==> config.mk <==
export PLATFORM = sky130hd
export DESIGN_NAME = movegen_piece_lifo
export DESIGN_NICKNAME = d
export VERILOG_FILES = /design/src/rtl/movegen_pkg.sv /design/src/rtl/movegen_lifo_cell.sv /design/src/rtl/movegen_piece_lifo.sv
export SDC_FILE = /design/constraint.sdc
export NUM_CORES = 1
export LEC_CHECK = 0
export CORE_MARGIN = 1.5
export CORE_UTILIZATION = 64
export CTS_CLUSTER_DIAMETER = 120
export DETAILED_ROUTE_END_ITERATION = 12
export HOLD_SLACK_MARGIN = 0.05
export PLACE_DENSITY = 0.84
export SLEW_MARGIN = 25
export SYNTH_ARGS = -nofsm -noshare
export SYNTH_HDL_FRONTEND = slang
export SYNTH_SLANG_ARGS = --single-unit
==> constraint.sdc <==
create_clock -name clk -period 6 [get_ports clk]
set_input_delay 0.9 -clock clk [delete_from_list [all_inputs] [get_ports clk]]
set_output_delay 0.9 -clock clk [all_outputs]
set_load 0.005 [all_outputs]
==> src/rtl/movegen_pkg.sv <==
// Shared move-generator types: a stack entry is a piece code over a board square.
package movegen_pkg;

   typedef logic [3:0] piece_t;
   typedef logic [5:0] square_t;

   typedef struct packed {
      piece_t  piece;
      square_t square;
   } entry_t;

   localparam piece_t PIECE_NONE = 4'd0;
   localparam int     ENTRY_W    = $bits(entry_t);

   // Pack a piece/square pair into a flat entry word.
   function automatic logic [ENTRY_W-1:0] make_entry(input piece_t p, input square_t s);
      entry_t e;
      e.piece  = p;
      e.square = s;
      return e;
   endfunction

endpackage

==> src/rtl/movegen_lifo_cell.sv <==
// One storage cell of the shifting LIFO. The neighbours feed d_up (from the
// cell below, on pop) and d_dn (from the cell above, or in_data for cell 0,
// on push). While clear is high the cell empties unless ld_dn is set, which
// the top only does for cell 0 on clear+push.
module movegen_lifo_cell #(
   parameter int WIDTH = 10
) (
   input  logic             clk,
   input  logic             rst,
   input  logic             clear,
   input  logic             ld_up,
   input  logic             ld_dn,
   input  logic [WIDTH-1:0] d_up,
   input  logic [WIDTH-1:0] d_dn,
   output logic [WIDTH-1:0] q
);

   // Cell register: reset, then clear (optionally reloading), then shift loads.
   always_ff @(posedge clk) begin
      if (rst) begin
         q <= '0;
      end else if (clear) begin
         q <= ld_dn ? d_dn : '0;
      end else if (ld_dn) begin
         q <= d_dn;
      end else if (ld_up) begin
         q <= d_up;
      end
   end

endmodule

==> src/rtl/movegen_piece_lifo.sv <==
// Piece/square LIFO between the square scanner and the move emitter.
// Cell 0 is the top of stack; push shifts entries toward DEPTH-1, pop shifts
// toward 0 and backfills zero, so every cell at index >= count stays 0.
// top_valid is a plain level: high whenever the stack holds an entry, and
// top_data is the entry a pop in the same cycle will discard.
module movegen_piece_lifo
   import movegen_pkg::*;
#(
   parameter  int WIDTH = 10,
   parameter  int DEPTH = 16,
   localparam int CW    = $clog2(DEPTH + 1)
) (
   input  logic             clk,
   input  logic             rst,
   input  logic             clear,
   input  logic             push,
   input  logic             pop,
   input  logic [WIDTH-1:0] in_data,
   output logic [WIDTH-1:0] top_data,
   output logic             top_valid,
   output logic [CW-1:0]    count,
   output logic             full,
   output logic             empty,
   output logic             overflow,
   output logic             underflow
);

   logic [WIDTH-1:0] cell_q [DEPTH];
   logic [WIDTH-1:0] d_up   [DEPTH];
   logic [WIDTH-1:0] d_dn   [DEPTH];
   logic [DEPTH-1:0] ld_up;
   logic [DEPTH-1:0] ld_dn;

   logic push_shift;  // push that grows the stack (push+pop on empty included)
   logic replace;     // push+pop on a non-empty stack: overwrite top only
   logic pop_shift;   // pop that shrinks the stack

   assign full  = (count == CW'(DEPTH));
   assign empty = (count == '0);

   // Operation decode; clear masks every shifting operation.
   always_comb begin
      push_shift = 1'b0;
      replace    = 1'b0;
      pop_shift  = 1'b0;
      if (!clear) begin
         push_shift = push && (pop ? empty : !full);
         replace    = push && pop && !empty;
         pop_shift  = pop && !push && !empty;
      end
   end

   // Per-cell load controls and neighbour data.
   always_comb begin
      for (int i = 0; i < DEPTH; i++) begin
         ld_up[i] = pop_shift;
         ld_dn[i] = push_shift;
         d_dn[i]  = (i == 0) ? in_data : cell_q[(i == 0) ? 0 : i - 1];
         d_up[i]  = (i == DEPTH - 1) ? '0 : cell_q[(i == DEPTH - 1) ? i : i + 1];
      end
      ld_dn[0] = push_shift || replace || (clear && push);
   end

   for (genvar g = 0; g < DEPTH; g++) begin : g_cell
      movegen_lifo_cell #(.WIDTH(WIDTH)) u_cell (
         .clk   (clk),
         .rst   (rst),
         .clear (clear),
         .ld_up (ld_up[g]),
         .ld_dn (ld_dn[g]),
         .d_up  (d_up[g]),
         .d_dn  (d_dn[g]),
         .q     (cell_q[g])
      );
   end

   // Occupancy counter; saturation follows from the operation decode.
   always_ff @(posedge clk) begin
      if (rst) begin
         count <= '0;
      end else if (clear) begin
         count <= push ? CW'(1) : '0;
      end else if (push_shift) begin
         count <= count + CW'(1);
      end else if (pop_shift) begin
         count <= count - CW'(1);
      end
   end

   // Sticky error flags, only dropped by reset or clear.
   always_ff @(posedge clk) begin
      if (rst || clear) begin
         overflow  <= 1'b0;
         underflow <= 1'b0;
      end else begin
         if (push && !pop && full) overflow <= 1'b1;
         if (pop && !push && empty) underflow <= 1'b1;
      end
   end

   assign top_data  = cell_q[0];
   assign top_valid = !empty;

endmodule

=== After elaboration in Yosys (flattened, before gate mapping) ===
Cells that the tools add are included.
Widths: inputs -> output; s select.

* Bits in registers: 167
* Bits of input ports: 15
* Word-level logic and storage cells: 113

* Add/sub/neg operators: 2
* Equality and inequality tests: 1
* Multiplexer cells: 72
* Reduce and logical (&&, ||, !) cells: 19

{| class="wikitable"
|+ Operators with widths
! operator !! number
|-
| $mux 10 || 64
|-
| $mux 5 || 3
|-
| $logic_and 1x1->1 || 9
|-
| $reduce_bool 3->1 || 2
|-
| $add 5x1->5 const B || 1
|-
| $eq 5x5->1 const B || 1
|-
| $logic_not 5->1 || 1
|-
| $mux 1 || 5
|-
| $sub 5x1->5 const B || 1
|-
| $logic_not 1->1 || 4
|-
| $logic_or 1x1->1 || 3
|}

=== Logic depth before layout (Yosys ltp) ===
* Depth after elaboration: 9
* Depth in mapped cells: 12
* Depth with buffers taken out: 10

=== Modules after synthesis ===
From an unflattened synthesis, not the netlist that was laid out.

* Cells, all modules: 967
* Area, all modules: 7910.1 um^2

{| class="wikitable"
|+ By module, submodules not included
! module !! instances !! cells an instance !! area an instance (um^2) !! seq. area each (um^2)
|-
| movegen_lifo_cell || 16 || 56 || 456.7 || 200.2
|-
| movegen_piece_lifo || 1 || 71 || 603.1 || 140.1
|}

=== Least setup slack after synthesis ===
OpenSTA, ideal clock, no wires.

* Path kind: input port to flip-flop
* From: input push
* To: register count[4]
* Setup time: 0.086 ns
* Arrival time: 3.173 ns
* Required time: 5.914 ns
* Setup slack: 2.741 ns
* Cell stages on the path: 12
* Cell sequence: clkbuf_1 nor2b_1 and3_1 buf_2 inv_2 buf_4 ha_1 nor2b_1 o21ai_0 and2_1 mux2_2 a211oi_1

* Cells in the longest elaborated chain, start to end: 5
* Elaborated cells between the ends (all ways): 9

{| class="wikitable"
|+ RTL lines
! what !! line !! source
|-
| from (decl) || movegen_piece_lifo.sv:16 || <nowiki>input logic push,</nowiki>
|-
| $logic_not 1->1 || movegen_piece_lifo.sv:49 || <nowiki>pop_shift = pop && !push && !empty;</nowiki>
|-
| $logic_and 1x1->1 (2 in a row) || movegen_piece_lifo.sv:49 ||
|-
| $mux 1 || movegen_piece_lifo.sv:46 || <nowiki>if (!clear) begin</nowiki>
|-
| $reduce_bool 3->1 (no source line) || - ||
|-
| to (signal assigned) || movegen_piece_lifo.sv:82 || <nowiki>count <= push ? CW'(1) : '0;</nowiki>
|-
| to (signal assigned) || movegen_piece_lifo.sv:84 || <nowiki>count <= count + CW'(1);</nowiki>
|-
| to (signal assigned) || movegen_piece_lifo.sv:86 || <nowiki>count <= count - CW'(1);</nowiki>
|-
| to (decl) || movegen_piece_lifo.sv:21 || <nowiki>output logic [CW-1:0] count,</nowiki>
|}

Parallel ways exist; a longest one is shown, timed or not.
A chain may end at the register's enable or synchronous reset.

=== Final worst setup path ===
Same ends and word-level chain as after synthesis.

==> results.yml <==
drt:
  final_antenna_net_count: 0
  route.detailed.drc: 0
  num_vias: 4772
  routed_via_density: 6.25
  drtPass1Iterations: 5
  wl_per_cell_um: 17.5
  wl_um: 13300
  drtIter0Drc: 448
timing:
  layout_worst_path_cycle_share_pct: 72.3
  worst_pin_slew_ns: 0.985
  finalSetupViolCount: 0
  setup_tns_ns: 0
  finalMaxSlewViolations: 0
  max_freq_ghz: 0.231
  relSlewSlack_pct: 33.9
  hold_viol: 0
  whs_ns: 0.478
  rsz0062_at_grt: "no"
  final.setup_skew_ns: 0.00636
  post-route-min-period_ns: 4.34
finish:
  fillers: 765
  area_growth_pct: 9.88
  diodes: 0
  layout-drive-gt1-share_pct: 7.37
  fin_nets: 630
outcome:
  status: "complete, no violations"
floorplanning:
  die_w_um: 109
  num_rows: 38
  die_height_um: 109
  initial_core_util_pct: 65.8
  boundaryPins: 35
  core_area_um2: 10900
  die-area_um2: 11800
place:
  hpwl_um: 7810
  io_buffers: 34
  gp_congestion: 0.764
grt:
  gr-usage-met1_pct: 31.5
  top_usage_layer: "met2"
  grt.overflow.total: 0
  grt_max_degree: 143
  grt_use_met3_pct: 6.93
  track_usage_pct: 24.0
  met2_usage_pct: 37.6
  antenna_found_initial: 0
  grt_pass1_vias: 4571
  grt_first_pass_wirelength_um: 22200
synthesis:
  ys_seq_elements: 167
  yosysTopAreaCell: "dfxtp_1"
  syn_inst: 616
  seq_area_frac_synth_pct: 46.7
  synthTopCellsByArea: "dfxtp_1 47%, mux2i_1 20%, o2bb2ai_1 17%"
  synth_cell_types: 40
  yosysWarnings: 0
  netlist.area_leader.share_pct: 46.7
  syn_area_um2: 7160
  mappedNetlistNets: 635
  avgSynthCellArea_um2: 11.6
min_path:
  hold_end: "g_cell[15].u_cell.q[1]$_SDFFE_PP0P_"
  hold_path_depth: 1
  hp-class: "register to register"
  min-delay-start: "g_cell[15].u_cell.q[1]$_SDFFE_PP0P_"
run:
  drv_cap: 0
worst_setup_path:
  r2r_slack_ns: 2.35
  r2r_start: "count[0]$_SDFFE_PP0P_"
  path_class: "input pin to register"
  reg2reg_to: "count[4]$_SDFFE_PP0P_"
  cp_max_fo: 33
  critPathLaunchType: "input pin"
  cp.arrival_ns: 4.79
  crit_path_end_kind: "register"
  crit_required_ns: 6.45
  rr_worst_depth: 9
clock_tree:
  cts.root.buffer_cell: "clkbuf_8"
  hold_buffers: 0
  cts-resized-gates: 0
  htree_levels: 4
  path_clk_slew_ns: 0.06
  clock_latency_ns: 0.55
  cts-buffers-inserted: 17
  post_cts_buffers: 0
  cts_tree: "done"
  clockBufferDepth: 2
  numClockSinks: 167
power:
  pwr-share-seq_pct: 44.9
  p_clk_share_pct: 45.0
  p_comb_share_pct: 10.1
  p_switching_uw: 600
  ir_drop_uv: 216
  p_leak_nw: 2.83
  power_density_nw_per_um2: 321
  p_sw_share_pct: 23.7
  internal_power_mw: 1.93
Yosys cell counts:
library cell,number
nor3b_1,1
nor4_4,1
a31oi_1,2
a21o_1,1
inv_1,6
o21ba_2,1
o21a_1,1
and2_1,1
xnor2_1,1
a221oi_1,10
buf_8,8
nor2b_1,3
a211oi_1,3
mux2_2,1
inv_2,1
dfxtp_1,167
mux2i_1,141
or2_2,1
a21oi_1,7
o21bai_1,1
buf_2,12
a22o_1,9
nand2_1,5
and3_1,1
clkbuf_4,2
o41ai_2,1
buf_6,3
nand2b_1,2
a32o_2,1
o2bb2ai_1,141
nand4b_1,1
clkbuf_1,5
nor3_1,12
nor2_1,22
o21ai_0,2
buf_4,33
ha_1,3
xor2_1,1
fa_1,1
nor2_4,1
cell usage in the layout (no fill, tap or decap), types with 2 or more instances in the layout:
| master | n |
|---|---|
| buf_4 | 4 |
| clkinv_2 | 3 |
| ha_1 | 3 |
| clkdlybuf4s50_1 | 34 |
| clkbuf_8 | 3 |
| a22o_1 | 9 |
| inv_6 | 2 |
| bufinv_16 | 4 |
| nor3_1 | 11 |
| nor2b_1 | 3 |
| clkbuf_1 | 2 |
| mux2i_1 | 141 |
| dfxtp_1 | 167 |
| o21ai_0 | 2 |
| clkinvlp_4 | 3 |
| nand2_1 | 5 |
| a211oi_1 | 3 |
| a31oi_1 | 2 |
| a21oi_1 | 7 |
| clkbuf_16 | 16 |
| o2bb2ai_1 | 141 |
| inv_1 | 6 |
| nor2_1 | 22 |
| a221oi_1 | 10 |
routing by layer:
| layer | vias up | routed length (um) |
|---|---|---|
| li1 | 2338 | - |
| met1 | 2335 | 6280 |
| met2 | 78 | 6320 |
| met3 | 21 | 523 |
| met4 | 0 | 225 |
| met5 | - | 0 |
through the flow:
step / std cells / utilization, % / area, um2 / setup slack, ns / total power, mW
after global routing: 764 / 72.3 / 7870 / 1.43 / 2.61
after detailed placement: 732 / 66.6 / 7250 / 1.23 / 1.41
final: 764 / 72.3 / 7870 / 1.66 / 2.53
after floorplan: 616 / - / 7160 / 2.74 / 1.37
after global placement: 732 / 66.6 / 7250 / 1.41 / 1.41
after CTS: 764 / 72.3 / 7870 / 1.71 / 2.54
worst max-delay path by stage:
stage          slack [ns]                    end  startpoint  cells past startpoint
5_1_grt              1.43  count[4]$_SDFFE_PP0P_        push                     10
3_5_place_dp         1.23  count[4]$_SDFFE_PP0P_        push                     10
3_3_place_gp         1.41  count[4]$_SDFFE_PP0P_        push                     10
4_1_cts              1.71  count[4]$_SDFFE_PP0P_        push                     10
6_report             1.66  count[4]$_SDFFE_PP0P_        push                     10
2_1_floorplan        2.74  count[4]$_SDFFE_PP0P_        push                     12
critical path: stages:
cell and delay [ns]:
clkdlybuf4s50_1 0.92, nor2b_1 0.33, and3_4 0.61, clkinv_2 0.40
ha_1 0.43, nor2b_1 0.14, o21ai_0 0.24, and2_1 0.20
mux2_2 0.34, a211oi_1 0.25
state kept, by name, indices dropped and copies added, names as in the netlist:
signal and count:
g_cell.u_cell.q 160, underflow 1, overflow 1, count 5
cell families (layout without fill, tap and decap cells):
kind of cell               count (synthesis)  count (layout)  synth area share, %
AOI/OAI and AO/OA                        180             180                 21.5
muxes                                    142             142                 19.9
DFF                                      167             167                 46.7
and+or+nand+nor                           51              51                 3.63
buffers and inverters                     70              78                 7.28
xor gates and xnor gates                   2               2                0.245
adders and majority gates                  4               4                0.803
power by group through the flow:
stage | clock network (mW) | logic (mW) | registers [mW]
2_1_floorplan | 0 | 0.213 | 1.15
3_3_place_gp | 0 | 0.247 | 1.16
3_5_place_dp | 0 | 0.252 | 1.16
4_1_cts | 1.15 | 0.255 | 1.13
5_1_grt | 1.20 | 0.275 | 1.14
6_report | 1.14 | 0.255 | 1.14
final cells by class:
type	count	area, um2	share of cell area [%]
Timing Repair Buffer	39	390	4.96
Sequential cell	167	3340	42.5
Clock buffer	21	449	5.71
Clock inverter	11	170	2.16
Tap cell	140	175	2.23
Multi-Input combinational cell	379	3320	42.1
Inverter	7	27.5	0.350
(Power assumes the default switching activity.)
